==> src/rtl/sat_pkg.sv <==
// Shared definitions for the SAT engine variable side.
// Holds the variable value codes, the var_state FSM encoding, the lit-cell
// bus payload and the default widths.
package sat_pkg;

  localparam int unsigned LEVEL_W_DEF  = 8;
  localparam int unsigned CLAUSE_W_DEF = 8;
  localparam int unsigned VAL_W        = 2;

  typedef logic [VAL_W-1:0] val_t;

  localparam val_t VAL_FREE     = 2'd0;
  localparam val_t VAL_FALSE    = 2'd1;
  localparam val_t VAL_TRUE     = 2'd2;
  localparam val_t VAL_CONFLICT = 2'd3;

  typedef enum logic [1:0] {
    S_FREE     = 2'd0,
    S_DECIDED  = 2'd1,
    S_IMPLIED  = 2'd2,
    S_CONFLICT = 2'd3
  } state_e;

  // Lit-cell bus word: {val, flag}. Towards the lit cells flag means
  // "value was implied"; from the lit cells flag means "implication valid".
  typedef struct packed {
    val_t val;
    logic flag;
  } lit_bus_t;

  // True for a concrete polarity (FALSE or TRUE).
  function automatic logic is_polarity(val_t v);
    return (v == VAL_FALSE) || (v == VAL_TRUE);
  endfunction

endpackage

==> src/rtl/var_state_if.sv <==
// Solver / lit-cell facing bundle of one var_state cell.
// master : solver side (drives decisions, backtracks, implication bus)
// slave  : var_state itself
// Optional macro VAR_STATE_REASON_EN adds reason_i / reason_o.
interface var_state_if
  import sat_pkg::*;
#(
  parameter int unsigned LEVEL_W = LEVEL_W_DEF
`ifdef VAR_STATE_REASON_EN
  , parameter int unsigned CLAUSE_W = CLAUSE_W_DEF
`endif
);

  logic               decide_i;
  val_t               decide_val_i;
  logic [LEVEL_W-1:0] cur_level_i;
  lit_bus_t           var_value_i;
  logic               backtrack_i;
  logic [LEVEL_W-1:0] bt_level_i;

  logic               wr_o;
  lit_bus_t           var_value_o;
  logic [LEVEL_W-1:0] level_o;
  logic               ack_o;
  logic               conflict_o;

`ifdef VAR_STATE_REASON_EN
  logic [CLAUSE_W-1:0] reason_i;
  logic [CLAUSE_W-1:0] reason_o;

  modport master (
    output decide_i, decide_val_i, cur_level_i, var_value_i,
           backtrack_i, bt_level_i, reason_i,
    input  wr_o, var_value_o, level_o, ack_o, conflict_o, reason_o
  );

  modport slave (
    input  decide_i, decide_val_i, cur_level_i, var_value_i,
           backtrack_i, bt_level_i, reason_i,
    output wr_o, var_value_o, level_o, ack_o, conflict_o, reason_o
  );
`else
  modport master (
    output decide_i, decide_val_i, cur_level_i, var_value_i,
           backtrack_i, bt_level_i,
    input  wr_o, var_value_o, level_o, ack_o, conflict_o
  );

  modport slave (
    input  decide_i, decide_val_i, cur_level_i, var_value_i,
           backtrack_i, bt_level_i,
    output wr_o, var_value_o, level_o, ack_o, conflict_o
  );
`endif

endinterface

==> src/rtl/var_state.sv <==
// Per-variable state cell of the SAT engine.
// Owns one variable's value, the decision level it was set at and whether it
// was decided or implied; flags conflicting implications and frees the
// variable on backtrack. Event priority: backtrack > implication > decision.
// Ports:
//   clk  : clock, rising edge
//   rst  : synchronous active-high reset
//   bus  : var_state_if.slave (decide/backtrack/implication in,
//          wr/var_value/level/ack/conflict out, all outputs registered)
// Optional macro VAR_STATE_REASON_EN: latches the implying clause index.
module var_state
  import sat_pkg::*;
#(
  parameter int unsigned LEVEL_W = LEVEL_W_DEF
`ifdef VAR_STATE_REASON_EN
  , parameter int unsigned CLAUSE_W = CLAUSE_W_DEF
`endif
) (
  input logic        clk,
  input logic        rst,
  var_state_if.slave bus
);

  state_e             state_q, state_d;
  val_t               val_q, val_d;
  logic               imp_q, imp_d;
  logic [LEVEL_W-1:0] level_q, level_d;
  logic               wr_q, wr_d;
  logic               ack_q, ack_d;
  logic               conflict_q;
  logic               imp_vld;
  logic               bt_hit;
`ifdef VAR_STATE_REASON_EN
  logic [CLAUSE_W-1:0] reason_q, reason_d;
`endif

  // A valid implication carrying value 0 is treated as no implication.
  assign imp_vld = bus.var_value_i.flag && (bus.var_value_i.val != VAL_FREE);

  // Backtrack only takes effect when it actually undoes this variable.
  assign bt_hit = bus.backtrack_i &&
                  ((state_q == S_CONFLICT) ||
                   (((state_q == S_DECIDED) || (state_q == S_IMPLIED)) &&
                    (level_q > bus.bt_level_i)));

  // Next state and next output values.
  always_comb begin
    state_d  = state_q;
    val_d    = val_q;
    imp_d    = imp_q;
    level_d  = level_q;
    wr_d     = 1'b0;
    ack_d    = 1'b0;
`ifdef VAR_STATE_REASON_EN
    reason_d = reason_q;
`endif

    if (bt_hit) begin
      state_d  = S_FREE;
      val_d    = VAL_FREE;
      imp_d    = 1'b0;
      level_d  = '0;
      wr_d     = 1'b1;
`ifdef VAR_STATE_REASON_EN
      reason_d = '0;
`endif
    end else if (imp_vld && (state_q != S_CONFLICT)) begin
      // Same value on an assigned variable is a no-op; anything else moves.
      if ((state_q == S_FREE) || (bus.var_value_i.val != val_q)) begin
        if ((state_q == S_FREE) && is_polarity(bus.var_value_i.val)) begin
          state_d = S_IMPLIED;
          val_d   = bus.var_value_i.val;
        end else begin
          // Opposite polarity, or both polarities OR-merged on the bus.
          state_d = S_CONFLICT;
          val_d   = VAL_CONFLICT;
        end
        imp_d    = 1'b1;
        level_d  = bus.cur_level_i;
        wr_d     = 1'b1;
`ifdef VAR_STATE_REASON_EN
        reason_d = bus.reason_i;
`endif
      end
    end else if (bus.decide_i && (state_q == S_FREE) &&
                 is_polarity(bus.decide_val_i)) begin
      state_d  = S_DECIDED;
      val_d    = bus.decide_val_i;
      imp_d    = 1'b0;
      level_d  = bus.cur_level_i;
      wr_d     = 1'b1;
      ack_d    = 1'b1;
`ifdef VAR_STATE_REASON_EN
      reason_d = '0;
`endif
    end
  end

  // State and output registers.
  always_ff @(posedge clk) begin
    if (rst) begin
      state_q    <= S_FREE;
      val_q      <= VAL_FREE;
      imp_q      <= 1'b0;
      level_q    <= '0;
      wr_q       <= 1'b0;
      ack_q      <= 1'b0;
      conflict_q <= 1'b0;
`ifdef VAR_STATE_REASON_EN
      reason_q   <= '0;
`endif
    end else begin
      state_q    <= state_d;
      val_q      <= val_d;
      imp_q      <= imp_d;
      level_q    <= level_d;
      wr_q       <= wr_d;
      ack_q      <= ack_d;
      conflict_q <= (state_d == S_CONFLICT);
`ifdef VAR_STATE_REASON_EN
      reason_q   <= reason_d;
`endif
    end
  end

  assign bus.wr_o        = wr_q;
  assign bus.var_value_o = lit_bus_t'({val_q, imp_q});
  assign bus.level_o     = level_q;
  assign bus.ack_o       = ack_q;
  assign bus.conflict_o  = conflict_q;
`ifdef VAR_STATE_REASON_EN
  assign bus.reason_o    = reason_q;
`endif

endmodule
==> src/flat_wrapper.sv <==
// flat-port wrapper written by rule: the top's interface ports become plain ports
module var_state_flat import sat_pkg::*;
#(
  parameter int unsigned LEVEL_W = LEVEL_W_DEF

)
  (clk, rst, bus_decide_i, bus_decide_val_i, bus_cur_level_i, bus_var_value_i, bus_backtrack_i, bus_bt_level_i, bus_wr_o, bus_var_value_o, bus_level_o, bus_ack_o, bus_conflict_o);
  var_state_if #(.LEVEL_W(LEVEL_W)) bus_i ();
  input logic clk;
  input logic rst;
  input wire logic [$bits(bus_i.decide_i)-1:0] bus_decide_i;
  input wire logic [$bits(bus_i.decide_val_i)-1:0] bus_decide_val_i;
  input wire logic [$bits(bus_i.cur_level_i)-1:0] bus_cur_level_i;
  input wire logic [$bits(bus_i.var_value_i)-1:0] bus_var_value_i;
  input wire logic [$bits(bus_i.backtrack_i)-1:0] bus_backtrack_i;
  input wire logic [$bits(bus_i.bt_level_i)-1:0] bus_bt_level_i;
  output wire logic [$bits(bus_i.wr_o)-1:0] bus_wr_o;
  output wire logic [$bits(bus_i.var_value_o)-1:0] bus_var_value_o;
  output wire logic [$bits(bus_i.level_o)-1:0] bus_level_o;
  output wire logic [$bits(bus_i.ack_o)-1:0] bus_ack_o;
  output wire logic [$bits(bus_i.conflict_o)-1:0] bus_conflict_o;
  assign bus_i.decide_i = bus_decide_i;
  assign bus_i.decide_val_i = bus_decide_val_i;
  assign bus_i.cur_level_i = bus_cur_level_i;
  assign bus_i.var_value_i = bus_var_value_i;
  assign bus_i.backtrack_i = bus_backtrack_i;
  assign bus_i.bt_level_i = bus_bt_level_i;
  assign bus_wr_o = bus_i.wr_o;
  assign bus_var_value_o = bus_i.var_value_o;
  assign bus_level_o = bus_i.level_o;
  assign bus_ack_o = bus_i.ack_o;
  assign bus_conflict_o = bus_i.conflict_o;
  var_state #(.LEVEL_W(LEVEL_W)) u_core (.clk(clk), .rst(rst), .bus(bus_i));
endmodule
==> config.mk <==
export PLATFORM = sky130hd
export DESIGN_NAME = var_state_flat
export DESIGN_NICKNAME = d
export VERILOG_FILES = /design/src/rtl/sat_pkg.sv /design/src/rtl/var_state_if.sv /design/src/rtl/var_state.sv /design/src/flat_wrapper.sv
export SDC_FILE = /design/constraint.sdc
export NUM_CORES = 1
export LEC_CHECK = 0
export CAP_MARGIN = 20
export CORE_ASPECT_RATIO = 1.4
export CORE_MARGIN = 2
export CORE_UTILIZATION = 42
export CTS_CLUSTER_DIAMETER = 80
export DETAILED_ROUTE_END_ITERATION = 8
export PLACE_DENSITY = 0.79
export SLEW_MARGIN = 20
export SYNTH_ARGS = -nofsm -noshare
export SYNTH_HDL_FRONTEND = slang
export SYNTH_SLANG_ARGS = --single-unit
==> constraint.sdc <==
create_clock -name clk -period 2.2 [get_ports clk]
set_input_delay 0.22 -clock clk [delete_from_list [all_inputs] [get_ports clk]]
set_output_delay 0.22 -clock clk [all_outputs]
set_load 0.05 [all_outputs]
==> flow_metrics.py <==
metrics = {
    "die": {
        "dieArea_sq_mm": 0.00266,
        "die_w_um": 44.1,
        "pin_count": 39,
        "die_y_um": 60.2,
        "num_rows": 20,
        "core_area_sq_mm": 0.00215,
        "initial_core_util_pct": 44.0,
    },
    "setup_path": {
        "crit_arrival_ns": 2.14,
        "cp.depth": 8,
        "cp_max_fo": 15,
        "path_buf_inv": 2,
        "reg2reg_to": "u_core.bus.conflict_o$_SDFF_PP0_",
        "r2r-start": "u_core.bus.level_o[7]$_SDFFE_PP0P_",
        "critPathMaxStageDelay_ns": 0.45,
        "cp_slowest_cell": "clkdlybuf4s50_1",
        "reg2reg_slack_ns": 0.33,
        "cp-start-kind": "input pin",
        "crit_type": "input pin to register",
        "cp.required_ns": 2.39,
        "worstSetupEndpointType": "register",
        "cp_top_family": "compound AO/OA/AOI/OAI gates",
        "reg2regPathDepth": 6,
        "crit_chain": "clkdlybuf4s50_1 -> inv_1 -> ha_1 -> nand4_1 -> o21ai_0 -> a21oi_1 -> o21a_1 -> a311oi_1",
    },
    "run_status": {
        "status": "finished clean",
    },
    "timing": {
        "fmax_ghz": 0.513,
        "drv_slew": 0,
        "timing.final.hold_violations": 0,
        "grt_setup_unrepaired": "false",
        "slew-limit-headroom_pct": 66.4,
        "min_period_ns": 1.95,
        "setup_viol": 0,
        "worstMarginPinSlew_ns": 0.503,
        "skew_ns": 0.000805,
        "whs_ns": 0.467,
        "fin_setup_tns_ns": 0,
        "finalCritPeriodShare_pct": 88.7,
    },
    "worst_hold_path": {
        "worstHoldStart": "u_core.imp_q$_SDFFE_PP0P_",
        "hold_path.class": "register to register",
        "whs_endpoint": "u_core.imp_q$_SDFFE_PP0P_",
        "hold_depth": 2,
    },
    "power": {
        "peakVddDrop_mv": 0.682,
        "power_density_mw_per_mm2": 1370,
        "p_leak_nw": 0.625,
        "total_power_mw": 1.89,
    },
    "logic_synthesis": {
        "netlist_top_cells_area": "dfxtp_1 (34%), ha_1 (15%), mux2i_1 (9.5%)",
        "synth_top_family_by_area": "simple AND/OR/NAND/NOR gates",
        "synth_seq_cells": 16,
        "syn_avg_cell_area_sq_um": 8.77,
        "synth.top_cell.area_share_pct": 33.8,
        "syn-cell-area_sq_um": 947,
        "synth_area_leader_cell": "dfxtp_1",
        "yosysWarnings": 0,
        "yosysSeqAreaShare_pct": 33.8,
        "synth_cells": 108,
        "yosys.cell_types.count": 25,
        "synthXorXnorAreaFrac_pct": 2.77,
        "synth-simple-area-share_pct": 19.0,
        "synth_mux_area_share_pct": 9.51,
        "synth_nets": 144,
        "synth-compound-area-share_pct": 13.1,
        "synthAdderAreaFrac_pct": 14.5,
    },
    "routing": {
        "avgRoutedWirePerCell_um": 12.0,
        "drtIter0Drc": 13,
        "wirelength_um": 2060,
        "drc": 0,
        "final_antenna_net_count": 0,
        "vias": 870,
        "viasPerCell": 5.09,
        "dr.pass1.iters": 4,
    },
    "run": {
        "cap_violations": 0,
    },
    "cells_and_area": {
        "drive_above_1_share_pct": 7.38,
        "finalInstanceArea_sq_mm": 0.00138,
        "antenna_cells": 0,
        "syn_to_final_growth_pct": 45.3,
        "final_util_pct": 64.0,
        "layout.nets": 187,
    },
    "placement": {
        "dp_hpwl_um": 1680,
        "gp_congestion": 0.720,
        "place_area_sq_mm": 0.00135,
        "io_buffer_count": 38,
    },
    "clock_tree": {
        "postCtsHoldBufs": 0,
        "cts.sinks": 16,
        "path_clk_slew_ns": 0.09,
        "cts_tree": "yes",
        "post-cts-setup-buffers": 0,
        "cts_buffer_depth": 2,
        "h-tree-depth": 1,
        "cts_resized": 0,
        "tritoncts.num_buffers": 3,
        "root_buffer": "clkbuf_4",
        "clock_latency_ns": 0.28,
    },
    "global_route": {
        "track_usage_pct": 17.4,
        "grt_remaining_overflow": 0,
        "grt_pass1_wl_um": 3440,
        "grt_pass1_vias": 852,
        "antenna_found_initial": 0,
        "grt_max_degree": 16,
    },
}
layout make-up:
type                       count  area [sq um]
timing repair buffer          41           403
tap                           22          27.5
sequential                    16           320
multi-input combinational     77           558
fill                         190           776
clock buffer                   3          22.5
inverter                      12          45.0
cells in the mapped netlist:
cell	count
a21oi_1	10
a311oi_1	2
a31o_2	1
buf_2	1
buf_4	1
buf_6	1
dfxtp_1	16
ha_1	11
inv_1	12
mux2i_1	9
nand2_1	8
nand2_2	1
nand2b_1	1
nand3_1	1
nand4_1	2
nand4b_4	1
nor2_1	17
nor2b_1	1
nor3b_1	1
nor3b_4	1
o211ai_1	1
o21a_1	1
o21ai_0	4
o31ai_2	1
xor2_1	3
cell usage in the layout, fill, tap and decap left out, drive strengths merged:
| cell | netlist | routed |
|---|---|---|
| nand3 | 1 | 1 |
| inv | 12 | 12 |
| o31ai | 1 | 1 |
| mux2i | 9 | 9 |
| ha | 11 | 11 |
| o21a | 1 | 1 |
| a31o | 1 | 1 |
| nor2 | 17 | 17 |
| clkbuf | 0 | 3 |
| o21ai | 4 | 4 |
| dfxtp | 16 | 16 |
| a21oi | 10 | 10 |
| nor2b | 1 | 1 |
| nor3b | 2 | 2 |
| nand2b | 1 | 1 |
| nand2 | 9 | 9 |
| xor2 | 3 | 3 |
| nand4 | 2 | 2 |
| a311oi | 2 | 2 |
| clkdlybuf4s50 | 0 | 38 |
| nand4b | 1 | 1 |
| buf | 3 | 3 |
| o211ai | 1 | 1 |
layer usage:
layer	GRT usage, %	share of wire, %	vias up
li1	-	-	447
met1	18.6	40	390
met2	30.9	54	29
met3	3.32	3.8	4
met4	10.4	1.8	0
met5	0	0	-
how the worst max path moves through the flow:
stage | slack (ns) | end | start
global route | 0.08 | u_core.state_q[0]$_SDFF_PP0_ | bus_bt_level_i[7]
finish | 0.25 | u_core.bus.conflict_o$_SDFF_PP0_ | bus_bt_level_i[7]
CTS | 0.26 | u_core.bus.conflict_o$_SDFF_PP0_ | bus_bt_level_i[7]
detailed placement | -0.04 | u_core.bus.conflict_o$_SDFF_PP0_ | bus_bt_level_i[7]
floorplan | 0.33 | u_core.bus.ack_o$_SDFF_PP0_ | u_core.bus.level_o[7]$_SDFFE_PP0P_
global placement | 0.06 | u_core.bus.conflict_o$_SDFF_PP0_ | bus_bt_level_i[7]
stage by stage:
step           setup slack (ns)  std cells
6_report                  0.249        171
5_1_grt                  0.0829        171
4_1_cts                   0.261        171
3_5_place_dp            -0.0394        168
3_3_place_gp             0.0619        168
2_1_floorplan             0.328        108
cell families (layout without fill, tap and decap cells):
logic type / after synthesis / in the layout
mux: 9 / 9
simple gates: 34 / 34
compound gates: 20 / 20
fa+ha+maj: 11 / 11
buf+inv: 15 / 56
flops: 16 / 16
xor+xnor: 3 / 3
report_power, final:
part	switching, mW	internal (mW)	total, mW
Sequential	0.0988	0.423	0.521
Clock	0.0917	0.0636	0.155
Combinational	0.752	0.458	1.21
Total	0.942	0.944	1.89
tightest hold or removal path, cell delays in order, from the launching register on:
cell,delay [ns]
dfxtp_1,0.32
nand2_1,0.05
a21oi_1,0.06
registers in the layout (all words and copies together) (netlist names):
| name | cells |
|---|---|
| u_core.bus.level_o | 8 |
| u_core.state_q | 2 |
| u_core.val_q | 2 |
| u_core.bus.ack_o | 1 |
| u_core.bus.conflict_o | 1 |
| u_core.bus.wr_o | 1 |
| u_core.imp_q | 1 |
No activity file was read; power rests on OpenSTA's default activity.
==> patch 1: new RTL, same settings <==
The 4 states of `state_e` get a one-hot encoding in 4 bits.
--- a/src/rtl/sat_pkg.sv
+++ b/src/rtl/sat_pkg.sv
@@ -15,9 +15,9 @@
   localparam val_t VAL_CONFLICT = 2'd3;
 
-  typedef enum logic [1:0] {
-    S_FREE     = 2'd0,
-    S_DECIDED  = 2'd1,
-    S_IMPLIED  = 2'd2,
-    S_CONFLICT = 2'd3
+  typedef enum logic [3:0] {
+    S_FREE     = 4'b0001,
+    S_DECIDED  = 4'b0010,
+    S_IMPLIED  = 4'b0100,
+    S_CONFLICT = 4'b1000
   } state_e;
 
Behaviour: no difference found for any inputs over 10 cycles, from zero or initial values and one cycle with rst high; not proved beyond that.
==> patch 1 against the original RTL <==
  * Worst setup slack got worse by 0.039 ns
  * Global-route usage rose by 0.11 points
  * Register-to-register slack got worse by 0.12 ns
  * Routed wire length rose by 23%
  * Critical endpoint is now u_core.val_q[1]
  * Cell area rose by 15%
  * Area after synthesis rose by 18%
  * Largest cell class unchanged
  * Sequential cell count rose by 2
  * Synthesized cell count rose by 7.4%
  * Core utilization fell by 2.8 points
Power is not compared: it rests on default switching activity, and its combinational part moved more than twofold at a synthesized area within 25%.
==> patch 1: results <==
{
  "status": "finished, final reports clean",
  "drt_wl_total_um": 2530,
  "grt_max_degree": 18,
  "ys_seq_area_share_pct": 32.3,
  "synth.distinct_cells": 38,
  "cp_data_arrival_time_ns": 2.15,
  "io_buffers": 38,
  "clk_latency_ns": 0.30,
  "grtUsageTotal_pct": 17.5,
  "clk_pin_slew_ns": 0.09,
  "syn_inst": 116,
  "critPathTopFamily": "simple AND/OR/NAND/NOR gates",
  "grtUsageMet3_pct": 3.34,
  "slew_headroom_pct": 50.2,
  "critical_path.max_fanout": 12,
  "grt_pass1_vias": 989,
  "cts_setup_buffers": 0,
  "dr.max_layer_used": "met4",
  "grt_use_met2_pct": 31.3,
  "dpl.hpwl_um": 2070,
  "max_stage_delay_ns": 0.50,
  "wl_met1_um": 1020,
  "clock_skew_ns": 0.00189,
  "use_met1_pct": 17.2,
  "diodes": 0,
  "cpMaxStageDelayCell": "dfxtp_1",
  "cts_max_level": 1,
  "dr_wl_met2_um": 1340,
  "drive_above_1_share_pct": 15.3,
  "ir_drop_uv": 368,
  "cts.path.max_buffers": 2,
  "grt_first_pass_wirelength_um": 3930,
  "synth.area.top_cells": "dfxtp_1 (32%), ha_1 (10%), mux2i_1 (9.9%)",
  "cts_resized": 0,
  "vias": 982,
  "synth-async-reset-ratio_pct": 0,
  "first_pass_iters": 3,
  "gp_congestion": 0.796,
  "antenna_found_initial": 0,
  "finalNetCount": 193,
  "wl_per_cell_um": 13.1,
  "cts-root-buf": "clkbuf_4",
  "hold_class": "reg -> reg",
  "yosysWarnings": 0,
  "synthTopCellsByCount": "dfxtp_1 (18), inv_1 (15), mux2i_1 (11), ha_1 (9), nor3_2 (9)",
  "drt_iter0_markers": 20,
  "synth_nets": 150,
  "cts_made_buffers": 3,
  "post-place-ws_ns": -0.0149,
  "dr_wl_met3_um": 104,
  "largest_reg_flops": 8,
  "p_leak_nw": 0.684
}
## patch 1: cell count changes after synthesis, moves of 3 or more
cell	change
a21oi_1	-7
nor3_2	+9
nand2_1	-6
nor2_1	-13
inv_1	+3
nor3_1	+4
## patch 1: cell type report
class | count | area, um2
Sequential cell | 18 | 360
Tap cell | 36 | 45.0
Clock buffer | 3 | 22.5
Inverter | 15 | 56.3
Timing Repair Buffer | 44 | 438
Multi-Input combinational cell | 77 | 659
Fill cell | 232 | 1010
## patch 1: kinds of logic after synthesis
| group | count (synthesis) | share of synthesized area (%) |
|---|---|---|
| adders and majority gates | 9 | 10.1 |
| buffers and inverters | 21 | 8.53 |
| muxes | 11 | 9.88 |
| AOI/OAI and AO/OA | 20 | 14.8 |
| xor gates and xnor gates | 3 | 2.36 |
| DFF | 18 | 32.3 |
| and+or+nand+nor | 34 | 22.0 |
## patch 1: final timing paths
kind                     start               to  slack, ns  cells after the start
max          u_core.state_q[0]  u_core.val_q[1]       0.21                      6
min               u_core.imp_q     u_core.imp_q       0.55                      2
max reg2reg  u_core.state_q[0]  u_core.val_q[1]       0.21                      6
min reg2reg       u_core.imp_q     u_core.imp_q       0.55                      2
## patch 1: per-stage QoR
stage / hold WS (ns) / utilization [%]
floorplan: 0.403 / -
global placement: 0.530 / 60.3
detailed placement: 0.542 / 60.3
CTS: 0.554 / 61.1
global route: 0.558 / 61.1
finish: 0.550 / 61.1
## patch 1: worst register-to-register path, stage by stage, from the launching register on
cell and delay [ns]:
dfxtp_1 0.50, nor4b_2 0.45, nand3_1 0.21, a21oi_2 0.23, buf_12 0.17, mux2i_1 0.24
nor3_2 0.06
## patch 1: report_power, final
group | switching (mW) | total [mW] | internal [mW]
sequential | 0.0370 | 0.402 | 0.365
clock | 0.0994 | 0.163 | 0.0639
combinational | 0.246 | 0.450 | 0.203
==> patch 2: new RTL, same settings <==
Without the edit above. `LEVEL_W_DEF`: 8 -> 10.
--- a/src/rtl/sat_pkg.sv
+++ b/src/rtl/sat_pkg.sv
@@ -4,5 +4,5 @@
 package sat_pkg;
 
-  localparam int unsigned LEVEL_W_DEF  = 8;
+  localparam int unsigned LEVEL_W_DEF  = 10;
   localparam int unsigned CLAUSE_W_DEF = 8;
   localparam int unsigned VAL_W        = 2;
Interface: changed (resized bus_bt_level_i, bus_cur_level_i and bus_level_o); port bits go from 39 to 45. The function was not compared with the original's and may differ.
==> patch 2 against the original RTL <==
  * Worst hold slack better by 0.057 ns
  * Maximum frequency is 2.5% lower
  * Count of clock-buffer cells in the layout is 1 higher
  * Worst setup slack worse by 0.050 ns
  * Routed wire length up 17%
  * Die area is 11% higher
  * Sequential cell count grew 2
  * Synthesized cell count grew 9.3%
  * Critical endpoint is now u_core.bus.level_o[8]
  * Area after synthesis is 12% higher
  * Cell area increased by 16%
  * Largest cell class unchanged
Power is not compared: it rests on default switching activity, and its combinational part moved more than twofold at a synthesized area within 25%.
==> patch 2: results <==
{
  "via_per_inst": 4.97,
  "power_density_mw_per_mm2": 653,
  "grt_max_degree": 11,
  "critPathTopFamily": "compound AO/OA/AOI/OAI gates",
  "drt_wl_total_um": 2400,
  "vias": 1014,
  "post-place-ws_ns": -0.108,
  "diodes": 0,
  "fmax_mhz": 500,
  "synth.distinct_cells": 27,
  "status": "finished, final reports clean",
  "timing_worst_slew_pin_value_ns": 0.516,
  "cts_resized": 0,
  "ir_drop_uv": 452,
  "placed_cell_area_mm2": 0.00156,
  "rr_worst_depth": 7,
  "cp_data_arrival_time_ns": 2.23,
  "clk_latency_ns": 0.29,
  "ys_seq_area_share_pct": 34.1,
  "gp_congestion": 0.818,
  "cts_setup_buffers": 0,
  "cts_max_level": 1,
  "synthTopCellsByCount": "nor2_1 (22), dfxtp_1 (18), inv_1 (15), ha_1 (13), mux2i_1 (12)",
  "fillers": 215,
  "largest_reg_flops": 10,
  "drv_slew": 0,
  "drive_above_1_share_pct": 10.0,
  "dpl.hpwl_um": 2040,
  "clockPowerShare_pct": 19.0,
  "p_int_mw": 0.668,
  "grtUsageTotal_pct": 18.7,
  "r2r-start": "u_core.bus.level_o[7]",
  "clock_skew_ns": 0.00231,
  "synth.avg_cell_area_um2": 8.96,
  "grt_pass1_vias": 1030,
  "dp.cells": 200,
  "r2r_slack_ns": 0.25,
  "grt_first_pass_wirelength_um": 4150,
  "synth_nets": 160,
  "finalNetCount": 213,
  "cp-endpoint": "u_core.bus.level_o[8]",
  "synth.area.top_cells": "dfxtp_1 (34%), ha_1 (15%), mux2i_1 (11%)",
  "drt_iter0_markers": 20,
  "synth-async-reset-ratio_pct": 0,
  "antenna_found_initial": 0,
  "critical_path.max_fanout": 5,
  "ant_nets": 0,
  "tns_ns": 0,
  "clk_pin_slew_ns": 0.10,
  "io_buffers": 44,
  "powerComb_mw": 0.453,
  "hold_class": "in -> reg",
  "ys.flop_type": "dfxtp_1"
}
patch 2: cell type report:
cell class | count | area, um2 | area share, %
Multi-Input combinational cell | 81 | 599 | 37.5
Timing Repair Buffer | 52 | 500 | 31.3
Tap cell | 34 | 42.5 | 2.66
Clock buffer | 4 | 36.3 | 2.27
Inverter | 15 | 56.3 | 3.52
Sequential cell | 18 | 363 | 22.7
patch 2: worst register-to-register path, cell delays in order, from the launching register on:
cell and delay [ns]:
dfxtp_2 0.35, ha_1 0.34, a211oi_2 0.19, nor2_1 0.07
a2111o_1 0.41, a31o_1 0.27, buf_4 0.17, nor2_1 0.11
patch 2: worst min-delay path by stage:
stage / startpoint / endpoint / slack [ns] / cells past startpoint
detailed placement: u_core.bus.level_o[7] / u_core.bus.level_o[7] / 0.51 / 2
finish: rst / u_core.bus.wr_o / 0.52 / 2
global route: bus_cur_level_i[0] / u_core.bus.level_o[0] / 0.53 / 3
floorplan: rst / u_core.bus.wr_o / 0.30 / 1
CTS: rst / u_core.bus.wr_o / 0.52 / 2
global placement: u_core.bus.level_o[5] / u_core.bus.level_o[5] / 0.50 / 2
patch 2: cell families after synthesis:
logic type / synth area share, %
AND/OR/NAND/NOR: 15.0
AO/OA/AOI/OAI: 12.4
buffers and inverters: 9.23
flip-flops: 34.1
adder cells (fa/ha/maj): 15.4
multiplexers: 11.4
XOR/XNOR: 2.49
patch 2: routing by layer:
| layer | global-route usage (%) | up-vias | share of wire (%) | wire, um |
|---|---|---|---|---|
| met5 | 0 | - | 0 | 0 |
| met4 | 5.36 | 0 | 0.96 | 23 |
| met3 | 2.29 | 5 | 5.7 | 138 |
| met2 | 34.7 | 39 | 55 | 1320 |
| met1 | 20.5 | 465 | 38 | 917 |
| li1 | - | 505 | - | - |
